$ cat src/rtl/ofm_pkg.sv
// Shared widths, pixel types and the round/shift/saturate helper for the OFM output path.
package ofm_pkg;

  localparam int OFM_IN_W  = 13;
  localparam int OFM_OUT_W = 8;
  localparam int OFM_SHIFT = 7;
  localparam int OFM_ACC_N = 4;

  typedef logic [OFM_IN_W-1:0]  ofm_t;
  typedef logic [OFM_OUT_W-1:0] pix_t;

  // Round half-up, shift right, clamp to an unsigned out_w-bit range.
  function automatic logic [31:0] rnd_sat(input logic [31:0] sum,
                                          input int unsigned shift,
                                          input int unsigned out_w);
    logic [32:0] r;
    logic [32:0] mx;
    r  = ({1'b0, sum} + (33'd1 << (shift - 1))) >> shift;
    mx = (33'd1 << out_w) - 33'd1;
    if (r > mx) r = mx;
    return r[31:0];
  endfunction

endpackage

$ cat src/rtl/ofm_fifo.sv
// Synchronous FIFO with a registered head word; push into a full FIFO is accepted only alongside a pop.
// Head is visible one cycle after a push into an empty FIFO; head holds while empty.
module ofm_fifo
  import ofm_pkg::*;
#(
  parameter int W     = OFM_OUT_W,
  parameter int DEPTH = 4,
  localparam int PTR_W = $clog2(DEPTH),
  localparam int LVL_W = PTR_W + 1
) (
  input  logic             clk,
  input  logic             rst_n,
  input  logic             push,
  input  logic [W-1:0]     push_dat,
  input  logic             pop,
  output logic             full,
  output logic             empty,
  output logic [LVL_W-1:0] level,
  output logic [W-1:0]     head_dat
);

  logic [W-1:0]     mem_q [DEPTH];
  logic [W-1:0]     mem_d [DEPTH];
  logic [PTR_W-1:0] wr_q, wr_d;
  logic [PTR_W-1:0] rd_q, rd_d;
  logic [LVL_W-1:0] lvl_q, lvl_d;
  logic [W-1:0]     head_q, head_d;
  logic             do_push;
  logic             do_pop;

  assign full     = (lvl_q == LVL_W'(DEPTH));
  assign empty    = (lvl_q == '0);
  assign level    = lvl_q;
  assign head_dat = head_q;

  always_comb begin
    do_pop  = pop && !empty;
    do_push = push && (!full || do_pop);
    mem_d   = mem_q;
    wr_d    = wr_q;
    rd_d    = rd_q;
    lvl_d   = lvl_q;
    head_d  = head_q;
    if (do_push) begin
      mem_d[wr_q] = push_dat;
      wr_d        = wr_q + PTR_W'(1);
    end
    if (do_pop) rd_d = rd_q + PTR_W'(1);
    if (do_push && !do_pop)      lvl_d = lvl_q + LVL_W'(1);
    else if (do_pop && !do_push) lvl_d = lvl_q - LVL_W'(1);
    // Head register tracks the post-update head so o_data needs no read mux at the port.
    if (lvl_d != '0) head_d = mem_d[rd_d];
  end

  always_ff @(posedge clk or negedge rst_n) begin
    if (!rst_n) begin
      for (int i = 0; i < DEPTH; i++) mem_q[i] <= '0;
      wr_q   <= '0;
      rd_q   <= '0;
      lvl_q  <= '0;
      head_q <= '0;
    end else begin
      mem_q  <= mem_d;
      wr_q   <= wr_d;
      rd_q   <= rd_d;
      lvl_q  <= lvl_d;
      head_q <= head_d;
    end
  end

endmodule

$ cat src/rtl/ofm_accum_quant.sv
// Sums ACC_N OFM partial sums per pixel, rounds/shifts/saturates, queues results; OFM_BIAS_EN adds a per-pixel bias.
// o_valid rises 1 cycle after the last sample; no upstream backpressure, a push into a full FIFO drops and sets ovf.
module ofm_accum_quant
  import ofm_pkg::*;
#(
  parameter int IN_W  = OFM_IN_W,
  parameter int ACC_N = OFM_ACC_N,
  parameter int SHIFT = OFM_SHIFT,
  parameter int OUT_W = OFM_OUT_W,
  parameter int DEPTH = 4
) (
  input  logic                   clk,
  input  logic                   rst_n,
  input  logic                   in_valid,
  input  logic [IN_W-1:0]        in_ofm,
  input  logic                   frame_start,
`ifdef OFM_BIAS_EN
  input  logic [OUT_W-1:0]       bias,
`endif
  input  logic                   o_ready,
  output logic                   o_valid,
  output logic [OUT_W-1:0]       o_data,
  output logic [$clog2(DEPTH):0] fifo_level,
  output logic                   ovf,
  input  logic                   ovf_clr
);

  localparam int CNT_W = $clog2(ACC_N);
  localparam int ACC_W = IN_W + CNT_W;
`ifdef OFM_BIAS_EN
  localparam int SUM_W = ACC_W + 2;
`else
  localparam int SUM_W = ACC_W + 1;
`endif
  localparam logic [CNT_W-1:0] CNT_LAST = CNT_W'(ACC_N - 1);

  logic [ACC_W-1:0] acc_q, acc_d;
  logic [CNT_W-1:0] cnt_q, cnt_d;
  logic             ovf_q, ovf_d;
  logic [SUM_W-1:0] sum;
  logic [OUT_W-1:0] pix;
  logic             grp_done;
  logic             pop;
  logic             fifo_full;
  logic             fifo_empty;

  always_comb begin
    sum = SUM_W'(acc_q) + SUM_W'(in_ofm);
`ifdef OFM_BIAS_EN
    sum = sum + SUM_W'(bias);
`endif
    pix = OUT_W'(rnd_sat(32'(sum), SHIFT, OUT_W));
  end

  assign o_valid = !fifo_empty;
  assign pop     = o_valid && o_ready;
  assign ovf     = ovf_q;

  always_comb begin
    acc_d    = acc_q;
    cnt_d    = cnt_q;
    grp_done = in_valid && !frame_start && (cnt_q == CNT_LAST);
    // A sample arriving with frame_start opens the new group rather than closing the old one.
    if (frame_start) begin
      cnt_d = '0;
      if (in_valid) begin
        acc_d = ACC_W'(in_ofm);
        cnt_d = CNT_W'(1);
      end
    end else if (in_valid) begin
      acc_d = (cnt_q == '0) ? ACC_W'(in_ofm) : acc_q + ACC_W'(in_ofm);
      cnt_d = cnt_q + CNT_W'(1);
    end
  end

  always_comb begin
    ovf_d = ovf_q;
    if (ovf_clr) ovf_d = 1'b0;
    if (grp_done && fifo_full && !pop) ovf_d = 1'b1;
  end

  always_ff @(posedge clk or negedge rst_n) begin
    if (!rst_n) begin
      acc_q <= '0;
      cnt_q <= '0;
      ovf_q <= 1'b0;
    end else begin
      acc_q <= acc_d;
      cnt_q <= cnt_d;
      ovf_q <= ovf_d;
    end
  end

  ofm_fifo #(
    .W     (OUT_W),
    .DEPTH (DEPTH)
  ) u_fifo (
    .clk      (clk),
    .rst_n    (rst_n),
    .push     (grp_done),
    .push_dat (pix),
    .pop      (pop),
    .full     (fifo_full),
    .empty    (fifo_empty),
    .level    (fifo_level),
    .head_dat (o_data)
  );

endmodule
$ cat config.mk
export PLATFORM = sky130hd
export DESIGN_NAME = ofm_accum_quant
export DESIGN_NICKNAME = d
export VERILOG_FILES = /design/src/rtl/ofm_pkg.sv /design/src/rtl/ofm_fifo.sv /design/src/rtl/ofm_accum_quant.sv
export SDC_FILE = /design/constraint.sdc
export NUM_CORES = 1
export LEC_CHECK = 0
export CORE_AREA = 2 2 109 84
export CTS_CLUSTER_SIZE = 12
export DETAILED_ROUTE_END_ITERATION = 6
export DIE_AREA = 0 0 111 86
export GPL_TIMING_DRIVEN = 1
export PLACE_DENSITY = 0.74
export SETUP_SLACK_MARGIN = 0.02
export SYNTH_ARGS = -nofsm -noshare
export SYNTH_HDL_FRONTEND = slang
export SYNTH_SLANG_ARGS = --single-unit
$ cat constraint.sdc
create_clock -name clk -period 9 [get_ports clk]
set_input_delay 2.25 -clock clk [delete_from_list [all_inputs] [get_ports clk]]
set_output_delay 2.25 -clock clk [all_outputs]
set_load 0.02 [all_outputs]
Word-level counts from Yosys, hierarchy flattened --
Cells that the tools add are included. W data, S select, Z words.
Word-level totals: bits of input ports 19, bits in latches 0, memories 0, memory bits (read-only) 0, logic and storage cells 69, flip-flop bits (word level) 65, output and inout bits 13, RAM bits 0
Cells by class: muxes and demuxes 20, div/mod/pow operators 0, shifts and indexed selects 0, add/sub/neg operators 8, reductions and logical operators 22, bitwise logic cells 2, multipliers 0, eq/ne operators 2, magnitude comparators 4
Operators with widths (count):
- $mux W15 | 4
- $bwmux W32 | 1
- $mux W32 | 1
- $mux W8 | 4
- $add A16 B7 Y17 const B | 1
- $add A15 B13 Y16 | 1
- $bmux W8 S2 | 1
- $demux W8 S2 | 1
- $add A15 B13 Y15 | 1
- $gt A10 B8 Y1 const B | 1
- $logic_and A1 B1 Y1 | 10
- $add A2 B1 Y2 const B | 3
- $ge A3 B3 Y1 const B | 2
- $logic_not A1 Y1 | 6
- $mux W2 | 3
- $mux W3 | 2
- $not A2 Y3 | 2
- $reduce_bool A2 Y1 | 2
- $add A3 B1 Y3 const B | 1
- $eq A3 B3 Y1 const B | 1
- $logic_not A3 Y1 | 1
- $lt A3 B1 Y1 const B | 1
- $mux W1 | 3
- $reduce_bool A3 Y1 | 1
- other kinds (4) | 4

Longest topological paths before layout --
depth in word-level cells 11, gate-level depth with buffers 12

Hierarchy --
A second synthesis with hierarchy kept.
Unflattened totals: cells, all modules 506, area, all modules 4675.7 µm²
By module, submodules not included:
- ofm_fifo | times used 1, cells an instance 243, area each 2517.4 µm², sequential area each 1176.1 µm²
- ofm_accum_quant | times used 1, cells an instance 263, area each 2158.3 µm², sequential area each 450.4 µm²

Worst setup path after synthesis --
No wires, ideal clock.
path kind in2reg, from input port in_ofm[8], to register u_fifo.head_q[7] (netlist: u_fifo.head_dat[7]), setup time 0.065 ns, data required time 8.935 ns, arrival 4.637 ns, stages 11, slack 4.298 ns, cell sequence ha_1 -> inv_1 -> fa_1 -> inv_1 -> a31oi_1 -> o31ai_1 -> a221oi_1 -> o22ai_1 -> mux2_4 -> a2111oi_4 -> o22a_1
Between the ends: longest elaborated chain between the ends 9
Ends and longest elaborated chain:
- start, declared | RTL line ofm_accum_quant.sv:15 | input logic [IN_W-1:0] in_ofm,
- $add A15 B13 Y16 (*) | RTL line ofm_accum_quant.sv:48 | sum = SUM_W'(acc_q) + SUM_W'(in_ofm);
- $add A16 B7 Y17 (*) | RTL line ofm_pkg.sv:18 | r = ({1'b0, sum} + (33'd1 << (shift - 1))) >> shift;
- $gt A10 B8 Y1 | RTL line ofm_pkg.sv:20 | if (r > mx) r = mx;
- $mux W8 (*) | RTL line ofm_pkg.sv:20
- $bwmux W32 (*) | RTL line ofm_fifo.sv:45 | mem_d[wr_q] = push_dat;
- $mux W32 (*) | RTL line ofm_fifo.sv:44 | if (do_push) begin
- $bmux W8 S2 (*) | RTL line ofm_fifo.sv:52 | if (lvl_d != '0) head_d = mem_d[rd_d];
- $mux W8 (not written as such) (*) (2 in series) | RTL line ofm_fifo.sv:52
- end signal, assigned | RTL line ofm_fifo.sv:61 | head_q <= '0;
- end signal, assigned | RTL line ofm_fifo.sv:67 | head_q <= head_d;
- end, declared | RTL line ofm_fifo.sv:27 | logic [W-1:0] head_q, head_d;
Mark *: on every way between the ends. The rest lies on a longest branch, timed or not. The select of a mux whose other input is x is not followed. A chain may end at the register's enable or synchronous reset.

Worst setup path in the final report --
Ends and elaborated chain as after synthesis.

==> impl_summary.md <==
Outcome
The flow ran to the end, and the final reports show no timing, DRC or antenna violations.

Die
The horizontal die dimension is 111 um. For this design the top-level I/O count stands at 32. The initialized floorplan defines 29 standard-cell rows. The total area inside the core boundary comes to around 8400 um2. The die span in y is 86 um. The area of the die is 9550 um2. The effective utilization at floorplan is 54.4%.

Clocking
The CTS clock-pin slew for the worst setup and hold paths is 60 ps. TritonCTS built the clock tree. Clock latency on the worst-skew pair, taken at its later pin, is 330 ps.

The largest buffer count on any clock path is 2. The clock net in this run drives a total of 65 sinks. The count of buffers added by post-CTS timing repair for setup is 0. After clock tree synthesis, the repair step resized 0 gates. The number of buffers created by CTS is 9. The number of H-tree branching levels is 3. The hold buffer count at CTS is 0.

The root buffer cell chosen for the clock tree is sky130_fd_sc_hd__clkbuf_16.

Job
The number of violations of the max-capacitance limit is 0.

GRT
The global routing met1 resource utilization is 34.1%. The pin count of the biggest net entering global routing is 66. The initial antenna violation count came to 0.

The global routing met3 resource utilization is 5.65%. The met2 capacity usage during global routing is 37.5%. The first global-routing pass estimated 18.4 mm of wire.

The layer with the highest usage is met2. In the global route stage, overall resource usage came out at between 20 and 25%. The number of global-route vias before repair came to 3737. The aggregate global routing overflow is 0.

Timing
The fmax is 193 MHz. The final worst-path cycle share is around 58%. For the final routed database, the setup TNS stands at 0 ps.

The pin slew with the least headroom to its limit is 845 ps. Setup violations remaining at the end of the flow were counted as 0. The max-slew violation count was 0. The worst-case headroom to the max-slew limit is 43.7%. Setup slack on the critical path of the routed design comes to around 3800 ps. The final hold slack is 482 ps. The number of endpoints with negative hold slack in the final report is 0. The minimum period implied by the final worst setup slack is 5180 ps. The worst clock skew on the final layout is 4.22 ps. Setup repair after global routing left no endpoint under its margin.

Synthesis
The synthesized area is between 4000 and 5000 um2. After synthesis, the mean cell area works out to 8.86 um2. The post-synthesis async set-or-reset flop share is between 90% and 100%. The number of distinct standard cells referenced by the synthesized netlist is 68. In the synthesized netlist the dominant register cell turns out to be sky130_fd_sc_hd__dfrtp_1. Synthesis handed over a netlist of 514 instances. Sequential cells were found to cover 35.7% of the synthesized design area. In this run, synthesis produced a sequential element count of 65. The number of warning messages in the yosys log is 0. Counting flops with a built-in enable in the synthesized netlist gives 0. The number of nets handed over by synthesis was 578.

Placed design
The count of buffers added on input and output ports is 31. The final weighted congestion in routability-driven placement is 0.910. The setup slack at placement is 3550 ps. The estimated wirelength of the detail-placed design is slightly below 8 mm.

Setup path
The delay of the slowest cell on the worst path is roughly 500 ps. The critical-path cell with the highest stage delay is sky130_fd_sc_hd__fa_1. The critical path goes through clkdlybuf4s50_1 > ha_1 > inv_1 > fa_1 > inv_1 > a31oi_1 > o31ai_1 > a221oi_1 > o22ai_1 > mux2_4 > a2111oi_4 > o22a_1. The required time of the critical path is 9270 ps.

The endpoint class of the critical path is a register. The worst setup path is launched from an input pin. The start-to-end type of the worst setup path is in2reg. Of all nets on the critical path, the largest fanout is 6. The most used cell along the critical path is sky130_fd_sc_hd__inv_1. Data on the critical path arrives at its endpoint at roughly 5500 ps.

Routing
The first TritonRoute pass finished after 5 iterations. The routed wire length per instance is roughly 16 um. Across all layers, the routed design uses between 3000 and 4000 vias. The DRC violation count after routing is 0. The count of antenna-violating nets left after detailed routing is 0. The total wire length is 10.6 mm. The mean number of vias per cell is between 5 and 6. The starting DRC count in detailed routing is 208.

Hold path
In this run the worst hold path is classified as reg2reg.

Finish
The antenna diode count is 0. The growth of design area from synthesis to finish is 16.8%. The count of nets after finishing is 606. The total of fill cells in the finished design is 687.

In the final layout, the share of cells above drive strength 1 is 8.04%.

Power and ir drop
The static leakage is approximately 0.0024 uW. The power density of the placed cells is 324 nW/um2. The total power is 1720 uW. The worst-case IR drop observed on VDD is 223 uV.
-- cell usage after synthesis, drive strengths merged (4+ instances only) --
| cell | n | area share [%] |
|---|---|---|
| a211oi | 6 | 1.4 |
| a21oi | 40 | 4.5 |
| a221oi | 7 | 1.3 |
| a31oi | 15 | 2.1 |
| and2 | 5 | 0.69 |
| buf | 9 | 1.0 |
| clkbuf | 11 | 0.93 |
| dfrtp | 65 | 36 |
| fa | 10 | 4.4 |
| ha | 35 | 9.6 |
| inv | 40 | 3.3 |
| mux2i | 6 | 1.3 |
| nand2 | 50 | 4.1 |
| nand3 | 12 | 1.4 |
| nor2 | 67 | 5.8 |
| nor3 | 6 | 0.77 |
| o211ai | 4 | 0.66 |
| o21ai | 38 | 4.3 |
| or3 | 5 | 0.80 |
| xnor2 | 18 | 3.5 |
| xor2 | 5 | 1.1 |
-- routing by layer --
metal,vias up,part of all wire (%),wire (um)
met1,1812,49,5180
met3,11,5.3,557
li1,1845,-,-
met4,0,1.1,114
met2,90,45,4760
met5,-,0,0
-- sequential cells by signal, indices dropped and copies added, names as in the netlist --
signal           cells
u_fifo.rd_q          2
acc_q               15
u_fifo.mem_q        32
cnt_q                2
u_fifo.level         3
ovf                  1
u_fifo.wr_q          2
u_fifo.head_dat      8
-- per-stage QoR --
step,cell area (um2),utilization (%),cells
final,5320,63.5,655
after global routing,5320,63.5,655
after CTS,5320,63.5,655
after detailed placement,4950,59.1,639
after global placement,4950,59.1,639
after floorplan,4560,-,514
-- cells in the final DEF (no fill, tap or decap), drive strengths merged, types with 5 or more instances in the layout --
master	n
xor2	5
a21oi	40
nand2	50
and2	5
a31oi	15
nor3	6
ha	35
inv	41
xnor2	18
a211oi	6
clkdlybuf4s50	30
fa	10
dfrtp	65
a221oi	7
nand3	12
or3	5
clkbuf	9
mux2i	6
nor2	67
o21ai	38
buf	7
-- power by group --
part,leakage [uW],internal [uW],switching [uW],total [uW]
registers,0.000826,398,64.2,463
clock network,0.000176,299,132,431
logic,0.00138,341,489,830
total,0.00238,1040,685,1720
-- area by class of cell --
| cell class | instances | area, um2 | share of cell area [%] |
|---|---|---|---|
| clock buffer | 9 | 225 | 4.23 |
| sequential | 65 | 1630 | 30.6 |
| multi-input combinational | 389 | 2690 | 50.6 |
| clock inverter | 7 | 141 | 2.66 |
| timing repair buffer | 37 | 350 | 6.59 |
| tap | 108 | 135 | 2.54 |
| inverter | 40 | 150 | 2.82 |
-- cells by family (layout without fill, tap and decap cells) --
logic type | after synthesis | after routing | synth area share [%]
AO/OA/AOI/OAI | 146 | 146 | 21.3
XOR/XNOR | 23 | 23 | 4.59
adder cells (fa/ha/maj) | 45 | 45 | 14.0
buffers and inverters | 60 | 93 | 5.25
flip-flops | 65 | 65 | 35.7
multiplexers | 9 | 9 | 2.14
AND/OR/NAND/NOR | 166 | 166 | 17.0
-- critical path: cells and delay by family --
kind | cells | cell delay, ps
buf+inv | 3 | 740
mux | 1 | 370
fa+ha+maj | 2 | 710
compound gates | 6 | 1370
-- final timing paths --
kind / start / endpoint / slack [ps] / depth (start not counted)
setup / recovery: in_ofm[8] / u_fifo.head_dat[7]$_DFFE_PN0P_ / 3820 / 12
hold reg to reg: u_fifo.mem_q[2]$_DFF_PN0_ / u_fifo.mem_q[2]$_DFF_PN0_ / 480 / 2
max in group asynchronous: rst_n / cnt_q[0]$_DFFE_PN0P_ / 6340 / 2
hold / removal: u_fifo.mem_q[2]$_DFF_PN0_ / u_fifo.mem_q[2]$_DFF_PN0_ / 480 / 2
setup reg to reg: u_fifo.level[0]$_DFF_PN0_ / u_fifo.head_dat[7]$_DFFE_PN0P_ / 5840 / 12
min in group asynchronous: rst_n / acc_q[11]$_DFFE_PN0P_ / 2090 / 2
Note: power is estimated with default switching activity, not from simulation.
